--- src/rtl/mem_access_if.sv ---
// rtl/mem_access_if.sv - data-bus request/acknowledge bundle between the MEM stage and memory
interface mem_access_if;
  logic        bus_req;
  logic        bus_we;
  logic [31:0] bus_addr;
  logic [3:0]  bus_sel;
  logic [31:0] bus_wdata;
  logic [31:0] bus_rdata;
  logic        bus_ack;

  modport master (
    output bus_req, bus_we, bus_addr, bus_sel, bus_wdata,
    input  bus_rdata, bus_ack
  );

  modport slave (
    input  bus_req, bus_we, bus_addr, bus_sel, bus_wdata,
    output bus_rdata, bus_ack
  );
endinterface

--- src/rtl/mem_access.sv ---
// rtl/mem_access.sv - MEM pipeline stage: load/store bus transaction, load formatting, LL/SC link bit
module mem_access (
  input  logic         clk,
  input  logic         rst,
  input  logic         hold,
  input  logic         llbit_clr,
  input  logic [4:0]   ex_wd,
  input  logic         ex_wreg,
  input  logic [31:0]  ex_wdata,
  input  logic         ex_whilo,
  input  logic [31:0]  ex_hi,
  input  logic [31:0]  ex_lo,
  input  logic [7:0]   ex_aluop,
  input  logic [31:0]  ex_mem_addr,
  input  logic [31:0]  ex_reg2,
  output logic [4:0]   wb_wd,
  output logic         wb_wreg,
  output logic [31:0]  wb_wdata,
  output logic         wb_whilo,
  output logic [31:0]  wb_hi,
  output logic [31:0]  wb_lo,
  output logic         stallreq,
  output logic         llbit,
  mem_access_if.master bus
);

  localparam logic [7:0] OP_LB  = 8'hE0;
  localparam logic [7:0] OP_LH  = 8'hE1;
  localparam logic [7:0] OP_LW  = 8'hE3;
  localparam logic [7:0] OP_LBU = 8'hE4;
  localparam logic [7:0] OP_LHU = 8'hE5;
  localparam logic [7:0] OP_SB  = 8'hE8;
  localparam logic [7:0] OP_SH  = 8'hE9;
  localparam logic [7:0] OP_SW  = 8'hEB;
  localparam logic [7:0] OP_LL  = 8'hF0;
  localparam logic [7:0] OP_SC  = 8'hF8;

  typedef enum logic [1:0] {ST_IDLE, ST_BUSY, ST_DONE} state_t;
  typedef enum logic [1:0] {SZ_B, SZ_H, SZ_W} size_t;

  state_t      state, state_nxt;
  size_t       size;
  logic        is_mem, is_load, is_store, is_ll, is_sc, ld_signed;
  logic        sc_fail, start, ack_hit;
  logic [3:0]  sel_nxt;
  logic [31:0] wdata_nxt;
  logic [7:0]  lane_b;
  logic [15:0] lane_h;
  logic [31:0] load_data;

  logic        req_q, we_q, llbit_q;
  logic [31:0] addr_q, wdata_q, rdata_q;
  logic [3:0]  sel_q;

  always_comb begin
    is_mem    = 1'b1;
    is_load   = 1'b0;
    is_store  = 1'b0;
    is_ll     = 1'b0;
    is_sc     = 1'b0;
    ld_signed = 1'b0;
    size      = SZ_W;
    case (ex_aluop)
      OP_LB:   begin is_load = 1'b1; ld_signed = 1'b1; size = SZ_B; end
      OP_LH:   begin is_load = 1'b1; ld_signed = 1'b1; size = SZ_H; end
      OP_LW:   is_load = 1'b1;
      OP_LBU:  begin is_load = 1'b1; size = SZ_B; end
      OP_LHU:  begin is_load = 1'b1; size = SZ_H; end
      OP_SB:   begin is_store = 1'b1; size = SZ_B; end
      OP_SH:   begin is_store = 1'b1; size = SZ_H; end
      OP_SW:   is_store = 1'b1;
      OP_LL:   begin is_load = 1'b1; is_ll = 1'b1; end
      OP_SC:   begin is_store = 1'b1; is_sc = 1'b1; end
      default: is_mem = 1'b0;
    endcase
  end

  // SC failure is decided at issue; once the write is on the bus it completes as a success
  assign sc_fail = is_sc && !llbit_q && (state == ST_IDLE);
  assign start   = (state == ST_IDLE) && is_mem && !sc_fail;
  assign ack_hit = (state == ST_BUSY) && bus.bus_ack;

  // Big-endian lanes: byte 0 of the word lives in bits [31:24]
  always_comb begin
    sel_nxt   = 4'b1111;
    wdata_nxt = ex_reg2;
    case (size)
      SZ_B: begin
        wdata_nxt = {4{ex_reg2[7:0]}};
        case (ex_mem_addr[1:0])
          2'd0:    sel_nxt = 4'b1000;
          2'd1:    sel_nxt = 4'b0100;
          2'd2:    sel_nxt = 4'b0010;
          default: sel_nxt = 4'b0001;
        endcase
      end
      SZ_H: begin
        wdata_nxt = {2{ex_reg2[15:0]}};
        sel_nxt   = ex_mem_addr[1] ? 4'b0011 : 4'b1100;
      end
      default: ;
    endcase
  end

  always_ff @(posedge clk or posedge rst) begin
    if (rst) state <= ST_IDLE;
    else     state <= state_nxt;
  end

  always_comb begin
    state_nxt = state;
    case (state)
      ST_IDLE: if (start)   state_nxt = ST_BUSY;
      ST_BUSY: if (ack_hit) state_nxt = ST_DONE;
      ST_DONE: if (!hold)   state_nxt = ST_IDLE;
      default: state_nxt = ST_IDLE;
    endcase
  end

  always_ff @(posedge clk or posedge rst) begin
    if (rst) begin
      req_q   <= 1'b0;
      we_q    <= 1'b0;
      addr_q  <= 32'h0;
      sel_q   <= 4'h0;
      wdata_q <= 32'h0;
      rdata_q <= 32'h0;
    end else if (start) begin
      req_q   <= 1'b1;
      we_q    <= is_store;
      addr_q  <= {ex_mem_addr[31:2], 2'b00};
      sel_q   <= sel_nxt;
      wdata_q <= wdata_nxt;
    end else if (ack_hit) begin
      req_q   <= 1'b0;
      rdata_q <= bus.bus_rdata;
    end
  end

  always_ff @(posedge clk or posedge rst) begin
    if (rst)                    llbit_q <= 1'b0;
    else if (llbit_clr)         llbit_q <= 1'b0;
    else if (ack_hit && is_ll)  llbit_q <= 1'b1;
    else if (ack_hit && is_sc)  llbit_q <= 1'b0;
  end

  assign bus.bus_req   = req_q;
  assign bus.bus_we    = we_q;
  assign bus.bus_addr  = addr_q;
  assign bus.bus_sel   = sel_q;
  assign bus.bus_wdata = wdata_q;

  always_comb begin
    lane_b = 8'h00;
    case (ex_mem_addr[1:0])
      2'd0:    lane_b = rdata_q[31:24];
      2'd1:    lane_b = rdata_q[23:16];
      2'd2:    lane_b = rdata_q[15:8];
      default: lane_b = rdata_q[7:0];
    endcase
    lane_h    = ex_mem_addr[1] ? rdata_q[15:0] : rdata_q[31:16];
    load_data = rdata_q;
    case (size)
      SZ_B:    load_data = ld_signed ? {{24{lane_b[7]}}, lane_b} : {24'h0, lane_b};
      SZ_H:    load_data = ld_signed ? {{16{lane_h[15]}}, lane_h} : {16'h0, lane_h};
      default: ;
    endcase
  end

  always_comb begin
    wb_wdata = ex_wdata;
    if (is_sc)
      wb_wdata = {31'h0, state == ST_DONE};
    else if (is_load && state == ST_DONE)
      wb_wdata = load_data;
  end

  assign stallreq = is_mem && (state != ST_DONE) && !sc_fail;
  assign llbit    = llbit_q;
  assign wb_wd    = ex_wd;
  assign wb_wreg  = ex_wreg;
  assign wb_whilo = ex_whilo;
  assign wb_hi    = ex_hi;
  assign wb_lo    = ex_lo;

endmodule

--- src/flat_wrapper.sv ---
// flat-port wrapper written by rule: the top's interface ports become plain ports
module mem_access_flat 
  (clk, rst, hold, llbit_clr, ex_wd, ex_wreg, ex_wdata, ex_whilo, ex_hi, ex_lo, ex_aluop, ex_mem_addr, ex_reg2, wb_wd, wb_wreg, wb_wdata, wb_whilo, wb_hi, wb_lo, stallreq, llbit, bus_bus_req, bus_bus_we, bus_bus_addr, bus_bus_sel, bus_bus_wdata, bus_bus_rdata, bus_bus_ack);
  mem_access_if bus_i ();
  input  logic clk;
  input  logic rst;
  input  logic hold;
  input  logic llbit_clr;
  input  logic [4:0] ex_wd;
  input  logic ex_wreg;
  input  logic [31:0] ex_wdata;
  input  logic ex_whilo;
  input  logic [31:0] ex_hi;
  input  logic [31:0] ex_lo;
  input  logic [7:0] ex_aluop;
  input  logic [31:0] ex_mem_addr;
  input  logic [31:0] ex_reg2;
  output logic [4:0] wb_wd;
  output logic wb_wreg;
  output logic [31:0] wb_wdata;
  output logic wb_whilo;
  output logic [31:0] wb_hi;
  output logic [31:0] wb_lo;
  output logic stallreq;
  output logic llbit;
  output wire logic [$bits(bus_i.bus_req)-1:0] bus_bus_req;
  output wire logic [$bits(bus_i.bus_we)-1:0] bus_bus_we;
  output wire logic [$bits(bus_i.bus_addr)-1:0] bus_bus_addr;
  output wire logic [$bits(bus_i.bus_sel)-1:0] bus_bus_sel;
  output wire logic [$bits(bus_i.bus_wdata)-1:0] bus_bus_wdata;
  input wire logic [$bits(bus_i.bus_rdata)-1:0] bus_bus_rdata;
  input wire logic [$bits(bus_i.bus_ack)-1:0] bus_bus_ack;
  assign bus_bus_req = bus_i.bus_req;
  assign bus_bus_we = bus_i.bus_we;
  assign bus_bus_addr = bus_i.bus_addr;
  assign bus_bus_sel = bus_i.bus_sel;
  assign bus_bus_wdata = bus_i.bus_wdata;
  assign bus_i.bus_rdata = bus_bus_rdata;
  assign bus_i.bus_ack = bus_bus_ack;
  mem_access u_core (.clk(clk), .rst(rst), .hold(hold), .llbit_clr(llbit_clr), .ex_wd(ex_wd), .ex_wreg(ex_wreg), .ex_wdata(ex_wdata), .ex_whilo(ex_whilo), .ex_hi(ex_hi), .ex_lo(ex_lo), .ex_aluop(ex_aluop), .ex_mem_addr(ex_mem_addr), .ex_reg2(ex_reg2), .wb_wd(wb_wd), .wb_wreg(wb_wreg), .wb_wdata(wb_wdata), .wb_whilo(wb_whilo), .wb_hi(wb_hi), .wb_lo(wb_lo), .stallreq(stallreq), .llbit(llbit), .bus(bus_i));
endmodule
--- config.mk ---
export PLATFORM = sky130hd
export DESIGN_NAME = mem_access_flat
export DESIGN_NICKNAME = d
export VERILOG_FILES = /design/src/rtl/mem_access_if.sv /design/src/rtl/mem_access.sv /design/src/flat_wrapper.sv
export SDC_FILE = /design/constraint.sdc
export NUM_CORES = 1
export LEC_CHECK = 0
export ABC_AREA = 0
export CAP_MARGIN = 20
export CELL_PAD_IN_SITES_DETAIL_PLACEMENT = 2
export CELL_PAD_IN_SITES_GLOBAL_PLACEMENT = 2
export CORE_ASPECT_RATIO = 1.25
export CORE_MARGIN = 1.5
export CORE_UTILIZATION = 18
export CTS_CLUSTER_DIAMETER = 60
export DETAILED_ROUTE_END_ITERATION = 10
export GPL_ROUTABILITY_DRIVEN = 0
export GPL_TIMING_DRIVEN = 0
export PLACE_DENSITY_LB_ADDON = 0.1
export SLEW_MARGIN = 20
export SYNTH_ARGS = -nofsm -noshare
export SYNTH_HDL_FRONTEND = slang
export SYNTH_SLANG_ARGS = --single-unit
--- constraint.sdc ---
create_clock -name clk -period 3.62 [get_ports clk]
set_input_delay 1.086 -clock clk [delete_from_list [all_inputs] [get_ports clk]]
set_output_delay 1.086 -clock clk [all_outputs]
set_load 0.05 [all_outputs]
# [Yosys cells after proc, flatten, opt, wreduce, memory -nomap -nowiden]
# Cells that the tools add are included.
[word_totals] reg_bits=103 input_bits=212 output_inout_bits=175 elab_cells=80
[classes] eq_ne=19 n_mux=27 bitwise=1 n_reduce_logical=25
[op_table] op="32-bit two-way mux" n=4
[op_table] op="32-bit case mux with 2 select lines" n=2
[op_table] op="8-bit equality test, second input constant" n=10
[op_table] op="8-bit case mux with 3 select lines" n=1
[op_table] op="16-bit two-way mux" n=1
[op_table] op="4-bit case mux with 3 select lines" n=1
[op_table] op="1-bit two-way mux" n=11
[op_table] op="1-bit logical AND" n=10
[op_table] op="10-bit OR reduction" n=1
[op_table] op="4-bit case mux with 2 select lines" n=1
[op_table] op="2-bit by 1-bit equality test with 1-bit output, second input constant" n=3
[op_table] op="2-bit logical NOT" n=3
[op_table] op="2-bit two-way mux" n=3
[op_table] op="2-bit case mux with 3 select lines" n=1
[op_table] op="3-bit OR reduction" n=2
[op_table] op="6-bit OR reduction" n=1
[op_table] op="2-bit equality test, second input constant" n=2
[op_table] op="4-bit two-way mux" n=1
[op_table] op="2-bit by 1-bit inequality test with 1-bit output, second input constant" n=2
[op_table] op="2-bit inequality test, second input constant" n=2
[op_table] op="2-bit case mux with 2 select lines" n=1
[op_table] op="4-bit OR reduction" n=1
[op_table] op="3-bit AND reduction" n=1
[op_table] op="3-bit nonzero test" n=1
[op_table] op="5 further kinds" n=6

# [Longest topological paths before layout]
# Gate-level depths: netlist (run 1).
[depth] word_depth=8 ltp_mapped=8

# [Worst setup path after synthesis (run 1)]
# OpenSTA, ideal clock, no wires.
[synth_path] path_type="in2out" startpoint="in ex_aluop[1]" endpoint="out wb_wdata[19]" t_arrival_ns=3.097 t_required_ns=2.534 slack_ns=-0.563 path_stages=7 path_cell_list="clkbuf_2 mux2_2 o22ai_1 and3_1 buf_2 buf_2 o21ai_0"
[synth_between] elab_chain_cells=7 elab_cells_between_ends=25 cone_classes="eq/ne: 10; mux: 9; reduce/logical: 6"
[synth_lines] item="start: declaration" line_no="flat_wrapper.sv:15" source="input logic [7:0] ex_aluop;"
[synth_lines] item="8-bit equality test" line_no="mem_access.sv:63" source="case (ex_aluop)"
[synth_lines] item="3-bit OR reduction (no line) or 2-bit OR reduction (tied branches)"
[synth_lines] item="2-bit case mux with 2 select lines or 1-bit two-way mux (tied branches)" line_no="mem_access.sv:63"
[synth_lines] item="2-bit by 1-bit equality test with 1-bit output (tied with other cells)" line_no="mem_access.sv:163" source="case (size)"
[synth_lines] item="32-bit case mux with 2 select lines" line_no="mem_access.sv:163"
[synth_lines] item="32-bit two-way mux" line_no="mem_access.sv:174" source="else if (is_load && state == ST_DONE)"
[synth_lines] item="32-bit two-way mux (*)" line_no="mem_access.sv:172" source="if (is_sc)"
[synth_lines] item="end: declaration" line_no="flat_wrapper.sv:20" source="output logic [31:0] wb_wdata;"
# Mark *: on every way between the ends. The rest lies on a longest branch, timed or not.

# [Final worst setup path (run 1)]
[layout_path] startpoint="in ex_mem_addr[0]" endpoint="out wb_wdata[0]"
[layout_between] elab_chain_cells=6 elab_cells_between_ends=8 cone_classes="eq/ne: 2; mux: 5; reduce/logical: 1"
[layout_lines] item="start: declaration" line_no="flat_wrapper.sv:16" source="input logic [31:0] ex_mem_addr;"
[layout_lines] item="2-bit equality test (tied with other cells)" line_no="mem_access.sv:155" source="case (ex_mem_addr[1:0])"
[layout_lines] item="8-bit case mux with 3 select lines (*)" line_no="mem_access.sv:155"
[layout_lines] item="32-bit two-way mux (*)" line_no="mem_access.sv:164" source="SZ_B: load_data = ld_signed ? {{24{lane_b[7]}}, lane_b} : {24'h0, lane_b};"
[layout_lines] item="32-bit case mux with 2 select lines (*)" line_no="mem_access.sv:163"
[layout_lines] item="32-bit two-way mux (*)" line_no="mem_access.sv:174"
[layout_lines] item="32-bit two-way mux (*)" line_no="mem_access.sv:172"
# Marks and branches as above.

==> reports/metrics.yaml, run 1 <==
cts:
  clkSlewWorstSetupHoldPaths_ns: 0.07
  h-tree-depth: 3
  cts_root_buf: "clkbuf_16"
  ctsHoldBuffers: 0
  ctsLongestPathBuffers: 2
  numClockSinks: 103
  clk_latency_ns: 0.37
  numCtsBuffers: 9
  tritoncts: "done"
cells_and_area:
  nFillCells: 3451
  layout.nets: 1153
  multi_input_area_sq_um: 3330
  register_area_sq_um: 2580
  fin_cells: 1364
  n_antenna_cell: 0
  drive_above_1_share_pct: 39.5
  area_growth_pct: 90.5
synth:
  syn_area_per_cell_sq_um: 10.4
  synth.area.top_cells: "dfrtp_1, mux2_2, buf_4"
  synth_ff_type: "dfrtp_1"
  synth-async-reset-ratio_pct: 100
  seq_area_frac_synth_pct: 43.2
  synth_top_area_share_pct: 43.2
  synth_edf_count: 0
  synth_area_sq_um: 5960
  synth_cell_type_count: 46
  synth_cells: 571
  ys_warn_count: 0
  ys_ff_latch: 103
  synth_top_area_cell: "dfrtp_1"
critical_path:
  critPathCaptureType: "output port"
  arrival_ns: 2.66
  worst-r2r-setup-slack_ns: 1.52
  reg2reg_depth: 4
  r2r-start: "u_core.state[0]"
  timing.rr.end: "u_core.rdata_q[6]"
  crit_type: "in2out"
  crit_start: "ex_mem_addr[0]"
  crit_fanout: 5
  setup.worst_path.start_class: "input pin"
  required_ns: 2.53
timing:
  rsz0062_at_grt: "true"
  setup-tns-final_ns: -0.180
  setup_viol: 8
  hold_viol: 0
  max_freq_mhz: 267
  finClkSkew_ns: 0.00706
  setup_slack_ns: -0.127
  tightest_slew_ns: 0.836
  post-route-period-util_pct: 103
  report.final.slew_viol_count: 0
  relSlewSlack_pct: 43.8
  fin_crit_ns: 3.75
global_route:
  grt_overflow: 0
  grt_pass1_vias: 6608
  grt_pass1_wl_um: 41900
  grt.total_usage_pct: 16.2
  grt_start_max_net_pins: 29
  antenna_found_initial: 1
min_path:
  min-delay-start: "u_core.bus.bus_wdata[26]"
  holdPathEnd: "u_core.bus.bus_wdata[26]"
  min_path_type: "reg2reg"
  min_path_cells: 2
drt:
  drc: 0
  viasPerCell: 4.29
  drtPass1Iterations: 4
  wl_um: 28100
  dr.first_iter.drc_count: 112
  wl_per_cell_um: 20.6
  ant_nets: 0
  dr_total_vias: 5847
die:
  die_x_um: 166
  dieArea_sq_um: 34200
  die_h_um: 207
  core_area_sq_um: 32700
  placementRows: 74
  start_util_pct: 18.2
  io_pins: 387
placement:
  hpwlAfterDp_um: 21700
  portBuffers: 310
  post-place-ws_ns: -2.00
  dp_cells: 1304
pwr:
  leakage_nw: 4.80
  vdd_ir_drop_max_uv: 289
  power_density_nw_per_um2: 491
status:
  violations: "negative setup slack"
  outcome: "finished with violations"
job:
  max-cap-violations: 0
-- cells in the mapped netlist, types with 2 or more instances --
library cell and count:
inv_1 3, mux4_2 8, o311a_1 3, a21oi_1 16, nand2b_1 3, o21a_1 3
clkbuf_1 17, o22ai_1 8, nand3_1 6, buf_4 73, and3_1 4, mux2i_1 27
a31oi_1 11, o21ai_1 3, mux2_2 53, buf_2 10, dfrtp_1 103, o21ai_0 69
buf_6 8, nor2b_1 2, mux2_4 18, nand2_1 80, nor2_1 17, nand3b_1 3
nor3b_1 2
-- flip-flops by register name (all words and copies together) (netlist names) --
register,flops
u_core.bus.bus_req,1
u_core.rdata_q,32
u_core.bus.bus_wdata,32
u_core.bus.bus_sel,4
u_core.llbit,1
u_core.state,2
u_core.bus.bus_addr,30
u_core.bus.bus_we,1
-- area by class of cell --
type                            count  area share (%)
Timing Repair Buffer              358            32.4
Tap cell                          418            4.61
Clock buffer                       10            2.02
Buffer                            108            8.34
Multi-Input combinational cell    358            29.3
Inverter                            3           0.132
Sequential cell                   103            22.7
Clock inverter                      6           0.496
-- repair_timing --
item                                    in CTS  in global routing
endpoints found under the setup margin      33                 33
gates cloned                                 5                  0
resized for setup                          379                 45
pin swaps                                   16                 15
buffers inserted                            30                 15
-- how the worst max path moves through the flow --
stage,endpoint,slack (ns),cells after the start
4_1_cts,wb_wdata[13],-0.14,10
5_1_grt,wb_wdata[0],-0.15,7
6_report,wb_wdata[0],-0.13,7
3_5_place_dp,wb_wdata[9],-2.00,8
3_3_place_gp,wb_wdata[9],-1.94,8
2_1_floorplan,wb_wdata[19],-0.16,7
-- critical path, cell delays in order --
cell and delay, ns:
buf_12 0.11, mux2_4 0.29, mux4_2 0.49, nor2_4 0.11, nor3_2 0.05, a311o_2 0.35
buf_8 0.16
-- power breakdown --
part / internal (mW) / switching, mW / leakage [nW] / total (mW)
clock network: 0.478 / 0.512 / 0.128 / 0.990
registers: 1.52 / 0.313 / 1.27 / 1.83
logic: 1.14 / 1.61 / 3.40 / 2.75
-- cell usage in the layout (no fill, tap or decap), drive strengths merged, types with 2 or more instances in the layout --
cell	synthesis	final
clkdlybuf4s50	0	270
buf	92	178
dfrtp	103	103
nand2	80	80
mux2	72	72
o21ai	72	72
clkbuf	18	28
mux2i	27	27
nor2	18	18
a21oi	16	16
a31oi	11	11
mux4	8	8
o22ai	8	8
nand3	7	7
and3	4	5
clkinvlp	0	4
o21a	3	4
nand3b	3	3
nor3b	3	3
o311a	3	3
nand2b	3	3
inv	3	3
nor2b	2	2
conb	1	2
nor4	2	2
clkinv	0	2
-- layer usage --
metal  global-route usage (%)  vias to the layer above  routed length [um]
met5                        0                        -                  13
met4                     3.83                        2                 377
met3                     5.88                       24                2250
met2                     29.7                      243               14800
met1                     17.9                     2908               10700
li1                         -                     2670                   -
-- metrics by stage --
| step | instance area [sq um] | utilization, % | power [mW] | hold WS, ns |
|---|---|---|---|---|
| 6_report | 11400 | 34.7 | 5.57 | 0.479 |
| 5_1_grt | 11400 | 34.7 | 5.85 | 0.518 |
| 2_1_floorplan | 6350 | - | 3.48 | 0.492 |
| 3_3_place_gp | 9970 | 30.5 | 4.43 | 0.463 |
| 3_5_place_dp | 10100 | 30.8 | 4.51 | 0.473 |
| 4_1_cts | 11200 | 34.3 | 5.63 | 0.491 |
-- logic make-up after synthesis --
logic type,after synthesis,synth area share [%]
buffers and inverters,113,12.9
and+or+nand+nor,125,9.48
muxes,107,22.3
other,1,0.0629
DFF,103,43.2
AOI/OAI and AO/OA,122,12.0
(Power assumes the default switching activity.)
==> run 2, diff against run 1 <==
--- a/config.mk
+++ b/config.mk
@@ -17,7 +17,6 @@
 export GPL_ROUTABILITY_DRIVEN = 0
 export GPL_TIMING_DRIVEN = 0
 export PLACE_DENSITY_LB_ADDON = 0.1
-export SLEW_MARGIN = 20
 export SYNTH_ARGS = -nofsm -noshare
 export SYNTH_HDL_FRONTEND = slang
 export SYNTH_SLANG_ARGS = --single-unit
==> reports/metrics.yaml, run 2 (synthesized netlist as in run 1, its figures left out) <==
pwr:
  leakage_nw: 4.80  # about the same
  finalPower_mw: 5.57  # about the same
  power_density_nw_per_um2: 492  # was 491 nW/um^2
  vdd_ir_drop_max_uv: 297  # was 289 uV
min_path:
  min-delay-start: "u_core.bus.bus_wdata[26]"  # unchanged
  min_path_cells: 2  # unchanged
  holdPathEnd: "u_core.bus.bus_wdata[26]"  # unchanged
  min_path_type: "reg2reg"  # unchanged
cells_and_area:
  layout_common_cells: "clkdlybuf4s50_1, buf_4, dfrtp_1"  # unchanged
  layout.nets: 1148  # was 1,153
  area_growth_pct: 90.1  # was 90.5%
  drive_above_1_share_pct: 39.7  # was 39.5%
  n_antenna_cell: 0  # unchanged
  mostFrequentLayoutCell: "clkdlybuf4s50_1"  # unchanged
  design_area_sq_um: 11300  # was 11,400 sq um
status:
  violations: "negative setup slack"  # unchanged
  outcome: "finished with violations"  # unchanged
critical_path:
  timing.rr.end: "u_core.rdata_q[6]"  # unchanged
  required_ns: 2.53  # about the same
  reg2reg_depth: 4  # unchanged
  worst-r2r-setup-slack_ns: 1.57  # was 1.52 ns
  arrival_ns: 2.63  # was 2.66 ns
  crit_type: "in2out"  # unchanged
  r2r-start: "u_core.state[0]"  # unchanged
  critPathCaptureType: "output port"  # unchanged
  setup.worst_path.start_class: "input pin"  # unchanged
  crit_fanout: 4  # was 5
die:
  io_pins: 387  # unchanged
  dieArea_sq_um: 34200  # unchanged
  die_x_um: 166  # unchanged
  placementRows: 74  # unchanged
  die_h_um: 207  # unchanged
  core_area_sq_um: 32700  # unchanged
  start_util_pct: 18.2  # unchanged
timing:
  report.final.slew_viol_count: 0  # unchanged
  whs_ns: 0.482  # was 0.479 ns
  fin_crit_ns: 3.72  # was 3.75 ns
  max_freq_mhz: 269  # was 267 MHz
  rsz0062_at_grt: "true"  # unchanged
  hold_viol: 0  # unchanged
  post-route-period-util_pct: 103  # about the same
  relSlewSlack_pct: 43.8  # about the same
  setup_viol: 8  # unchanged
  tightest_slew_ns: 0.836  # about the same
  finClkSkew_ns: 0.00513  # was 0.00706 ns
  setup_slack_ns: -0.0977  # was -0.127 ns
cts:
  cts_root_buf: "clkbuf_16"  # unchanged
  numClockSinks: 103  # unchanged
  ctsLongestPathBuffers: 2  # unchanged
  h-tree-depth: 3  # unchanged
  tritoncts: "done"  # unchanged
  ctsHoldBuffers: 0  # unchanged
  clk_latency_ns: 0.36  # was 0.37 ns
  clkSlewWorstSetupHoldPaths_ns: 0.07  # about the same
  numCtsBuffers: 9  # unchanged
drt:
  dr.first_iter.drc_count: 139  # was 112
  drtPass1Iterations: 4  # unchanged
  drc: 0  # unchanged
  wl_per_cell_um: 20.6  # about the same
  viasPerCell: 4.26  # was 4.29
  wl_um: 28000  # was 28,100 um
  ant_nets: 0  # unchanged
  dr_total_vias: 5786  # was 5,847
global_route:
  gr-max-usage-layer: "met2"  # unchanged
  grt_pass1_wl_um: 41600  # was 41,900 um
  grt.total_usage_pct: 16.1  # was 16.2%
  grt_overflow: 0  # unchanged
  grt.met1_usage_pct: 18.1  # was 17.9%
  met2_usage_pct: 29.4  # was 29.7%
  grt_pass1_vias: 6648  # was 6,608
  grt_start_max_net_pins: 40  # was 29
  use_met3_pct: 5.53  # was 5.88%
  antenna_found_initial: 2  # was 1
job:
  max-cap-violations: 0  # unchanged
placement:
  hpwlAfterDp_um: 21600  # was 21,700 um
  dpl-instance-area_sq_um: 10000  # was 10,100 sq um
  portBuffers: 310  # unchanged
[run 2: worst max-delay path by stage]
stage	depth (start not counted)	endpoint	from	slack [ns]
after global routing	7	wb_wdata[0]	ex_mem_addr[0]	-0.13
after floorplan	7	wb_wdata[19]	ex_aluop[0]	-0.16
after detailed placement	8	wb_wdata[9]	ex_aluop[2]	-2.00
after CTS	7	wb_wdata[0]	ex_mem_addr[0]	-0.09
final	7	wb_wdata[0]	ex_mem_addr[0]	-0.1
after global placement	8	wb_wdata[9]	ex_aluop[2]	-1.94
[run 2: where the power goes]
part	internal, mW	total (mW)	switching [mW]	leakage, nW
Sequential	1.52	1.84	0.325	1.27
Combinational	1.14	2.75	1.61	3.40
Clock	0.478	0.977	0.499	0.128
Total	3.14	5.57	2.44	4.80
[run 2: area by class of cell]
cell class,count,area [sq um]
fill,3444,21300
timing repair buffer,354,3640
multi-input combinational,357,3330
sequential,103,2580
buffer,108,958
tap,418,523
clock buffer,10,229
clock inverter,6,56.3
inverter,3,15.0
[run 2: worst max-delay path, cell delays in order]
cell and delay [ns]:
buf_12 0.10, mux2_4 0.29, mux4_2 0.47, nor2_2 0.11, nor3_2 0.06, a311o_2 0.35
buf_8 0.16
[run 2: per-stage QoR]
step / setup TNS [ns] / worst slack (ns) / util [%] / std cells
4_1_cts: -0.287 / -0.0886 / 34.0 / 1352
6_report: -0.333 / -0.0977 / 34.7 / 1359
5_1_grt: -0.990 / -0.132 / 34.7 / 1359
3_5_place_dp: -57.43 / -2.00 / 30.7 / 1303
2_1_floorplan: -1.67 / -0.164 / - / 572
3_3_place_gp: -55.59 / -1.94 / 30.5 / 1300
[run 2: metal layers]
layer / routed length (um) / share of wire [%] / vias to the layer above
met3: 2040 / 7.3 / 16
met4: 234 / 0.84 / 4
met2: 14900 / 53 / 228
met1: 10800 / 39 / 2880
li1: - / - / 2658
met5: 31 / 0.11 / -
[run 2: timing repair]
action                                  in CTS  in global routing
buffers inserted                            29                  9
cloned                                       5                  0
pin swaps                                   17                 20
endpoints found under the setup margin      33                 33
resized for setup                          385                 54
==> run 3, diff against run 2 <==
--- a/config.mk
+++ b/config.mk
@@ -7,15 +7,13 @@
 export LEC_CHECK = 0
 export ABC_AREA = 0
 export CAP_MARGIN = 20
-export CELL_PAD_IN_SITES_DETAIL_PLACEMENT = 2
-export CELL_PAD_IN_SITES_GLOBAL_PLACEMENT = 2
-export CORE_ASPECT_RATIO = 1.25
-export CORE_MARGIN = 1.5
-export CORE_UTILIZATION = 18
+export CORE_AREA = 2 2 150 152
 export CTS_CLUSTER_DIAMETER = 60
 export DETAILED_ROUTE_END_ITERATION = 10
+export DIE_AREA = 0 0 152 154
 export GPL_ROUTABILITY_DRIVEN = 0
 export GPL_TIMING_DRIVEN = 0
+export MAX_ROUTING_LAYER = met4
 export PLACE_DENSITY_LB_ADDON = 0.1
 export SYNTH_ARGS = -nofsm -noshare
 export SYNTH_HDL_FRONTEND = slang
==> reports/metrics.yaml, run 3 (synthesized netlist as in run 1, its figures left out) <==
die:
  dieArea_sq_um: 23400  # was 34,200 sq um
  die_x_um: 152  # was 166 um
  die_h_um: 154  # was 207 um
  start_util_pct: 27.5  # was 18.2%
  core_area_sq_um: 21700  # was 32,700 sq um
  placementRows: 54  # was 74
  io_pins: 387  # unchanged
timing:
  hold_viol: 0  # unchanged
  report.final.slew_viol_count: 0  # unchanged
  setup_slack_ns: -0.0760  # was -0.0977 ns
  max_freq_mhz: 271  # was 269 MHz
  relSlewSlack_pct: 45.7  # was 43.8%
  fin_crit_ns: 3.70  # was 3.72 ns
  post-route-period-util_pct: 102  # was 103%
  tightest_slew_ns: 0.809  # was 0.836 ns
  finClkSkew_ns: 0.00586  # was 0.00513 ns
  setup_viol: 9  # was 8
  rsz0062_at_grt: "true"  # unchanged
  whs_ns: 0.480  # was 0.482 ns
placement:
  portBuffers: 310  # unchanged
  hpwlAfterDp_um: 17500  # was 21,600 um
  post-place-ws_ns: -1.81  # was -2.00 ns
global_route:
  grt_overflow: 0  # unchanged
  grt_start_max_net_pins: 37  # was 40
  grt_pass1_vias: 5900  # was 6,648
  grt_pass1_wl_um: 35500  # was 41,600 um
  antenna_found_initial: 2  # unchanged
  grt.total_usage_pct: 20.3  # was 16.1%
cts:
  numClockSinks: 103  # unchanged
  numCtsBuffers: 9  # unchanged
  ctsLongestPathBuffers: 2  # unchanged
  h-tree-depth: 3  # unchanged
  tritoncts: "done"  # unchanged
  ctsHoldBuffers: 0  # unchanged
  cts_root_buf: "clkbuf_16"  # unchanged
  clkSlewWorstSetupHoldPaths_ns: 0.08  # was 0.07 ns
  clk_latency_ns: 0.35  # was 0.36 ns
min_path:
  holdPathEnd: "u_core.bus.bus_wdata[15]"  # was u_core.bus.bus_wdata[26]
  min_path_type: "reg2reg"  # unchanged
  min_path_cells: 2  # unchanged
  min-delay-start: "u_core.bus.bus_wdata[15]"  # was u_core.bus.bus_wdata[26]
status:
  outcome: "finished with violations"  # unchanged
  violations: "negative setup slack"  # unchanged
cells_and_area:
  final_util_pct: 50.1  # was 34.7%
  area_growth_pct: 82.1  # was 90.1%
  nFillCells: 2044  # was 3,444
  layout.nets: 1133  # was 1,148
  layout_common_cells: "clkdlybuf4s50_1, dfrtp_1, buf_4"  # was clkdlybuf4s50_1, buf_4, dfrtp_1
  drive_above_1_share_pct: 36.2  # was 39.7%
  mostFrequentLayoutCell: "clkdlybuf4s50_1"  # unchanged
critical_path:
  cp_slowest_cell: "mux4_2"  # unchanged
  timing.rr.end: "u_core.rdata_q[3]"  # was u_core.rdata_q[6]
  crit_type: "in2out"  # unchanged
  crit_fanout: 6  # was 4
  required_ns: 2.53  # about the same
  path_cells: "buf_12, mux2_4, mux4_2, nor2_2, nor3_2, a311o_2, buf_8"  # unchanged
  r2r-start: "u_core.state[0]"  # unchanged
  reg2reg_depth: 4  # unchanged
  critPathCaptureType: "output port"  # unchanged
  setup.worst_path.start_class: "input pin"  # unchanged
  arrival_ns: 2.61  # was 2.63 ns
  cpPeakStageDelay_ns: 0.46  # was 0.47 ns
  crit_start: "ex_mem_addr[0]"  # unchanged
  worst-r2r-setup-slack_ns: 1.54  # was 1.57 ns
drt:
  drc: 0  # unchanged
  ant_nets: 0  # unchanged
  dr.first_iter.drc_count: 247  # was 139
  drtPass1Iterations: 4  # unchanged
  wl_um: 23700  # was 28,000 um
  wl_per_cell_um: 19.6  # was 20.6 um
  viasPerCell: 4.66  # was 4.26
  dr_total_vias: 5628  # was 5,786
job:
  max-cap-violations: 0  # unchanged
pwr:
  leakage_nw: 4.65  # was 4.80 nW
  vdd_ir_drop_max_uv: 333  # was 297 uV
  power_density_nw_per_um2: 504  # was 492 nW/um^2
[run 3: cell types whose count changed in the layout (fill, tap and decap cells not counted), sizes merged]
cell           delta
buf              -16
clkbuf            -4
clkdlybuf4s15     +3
diode             +2
and3              +1
inv               +1
[run 3: cell type report]
class / instances / area [sq um] / area share [%]
Antenna cell: 2 / 5.00 / 0.0461
Timing Repair Buffer: 338 / 3470 / 32.0
Sequential cell: 103 / 2580 / 23.7
Clock inverter: 7 / 56.3 / 0.518
Buffer: 108 / 941 / 8.66
Multi-Input combinational cell: 358 / 3220 / 29.6
Tap cell: 280 / 350 / 3.23
Clock buffer: 9 / 225 / 2.07
Inverter: 3 / 15.0 / 0.138
[run 3: power breakdown]
part / internal (mW) / switching, mW
sequential: 1.52 / 0.277
clock: 0.475 / 0.490
combinational: 1.14 / 1.57
[run 3: stage by stage]
stage               setup TNS (ns)  total power, mW  instances  instance area, sq um
floorplan                    -1.67             3.48        572                  6350
global placement            -51.86             4.40       1162                  9800
detailed placement          -51.35             4.42       1164                  9840
CTS                         -0.636             5.49       1196                 10600
global route                -0.758             5.72       1208                 10900
finish                      -0.316             5.48       1208                 10900
[run 3: what timing repair did]
item | in CTS | in global routing
cloned | 5 | 1
pin swaps | 19 | 6
endpoints found under the setup margin | 33 | 33
setup buffers | 12 | 10
resized for setup | 345 | 42
[run 3: how the worst max path moves through the flow]
stage | depth (start not counted) | to | slack [ns]
global route | 7 | wb_wdata[0] | -0.10
finish | 7 | wb_wdata[0] | -0.08
global placement | 8 | wb_wdata[9] | -1.78
floorplan | 7 | wb_wdata[19] | -0.16
detailed placement | 8 | wb_wdata[7] | -1.81
CTS | 9 | wb_wdata[15] | -0.09
[run 3: metal layers]
metal  global-route usage (%)  up-vias  wire [um]
met5                        -        -          0
met3                     4.90       25       1850
li1                         -     2638          -
met1                     25.6     2714       9960
met2                     32.3      251      11400
met4                     6.41        0        450
[run 3: critical path: cells and delay by family]
kind	cells	cell delay, ns
AO/OA/AOI/OAI	1	0.35
buffers and inverters	2	0.27
multiplexers	2	0.75
AND/OR/NAND/NOR	2	0.16
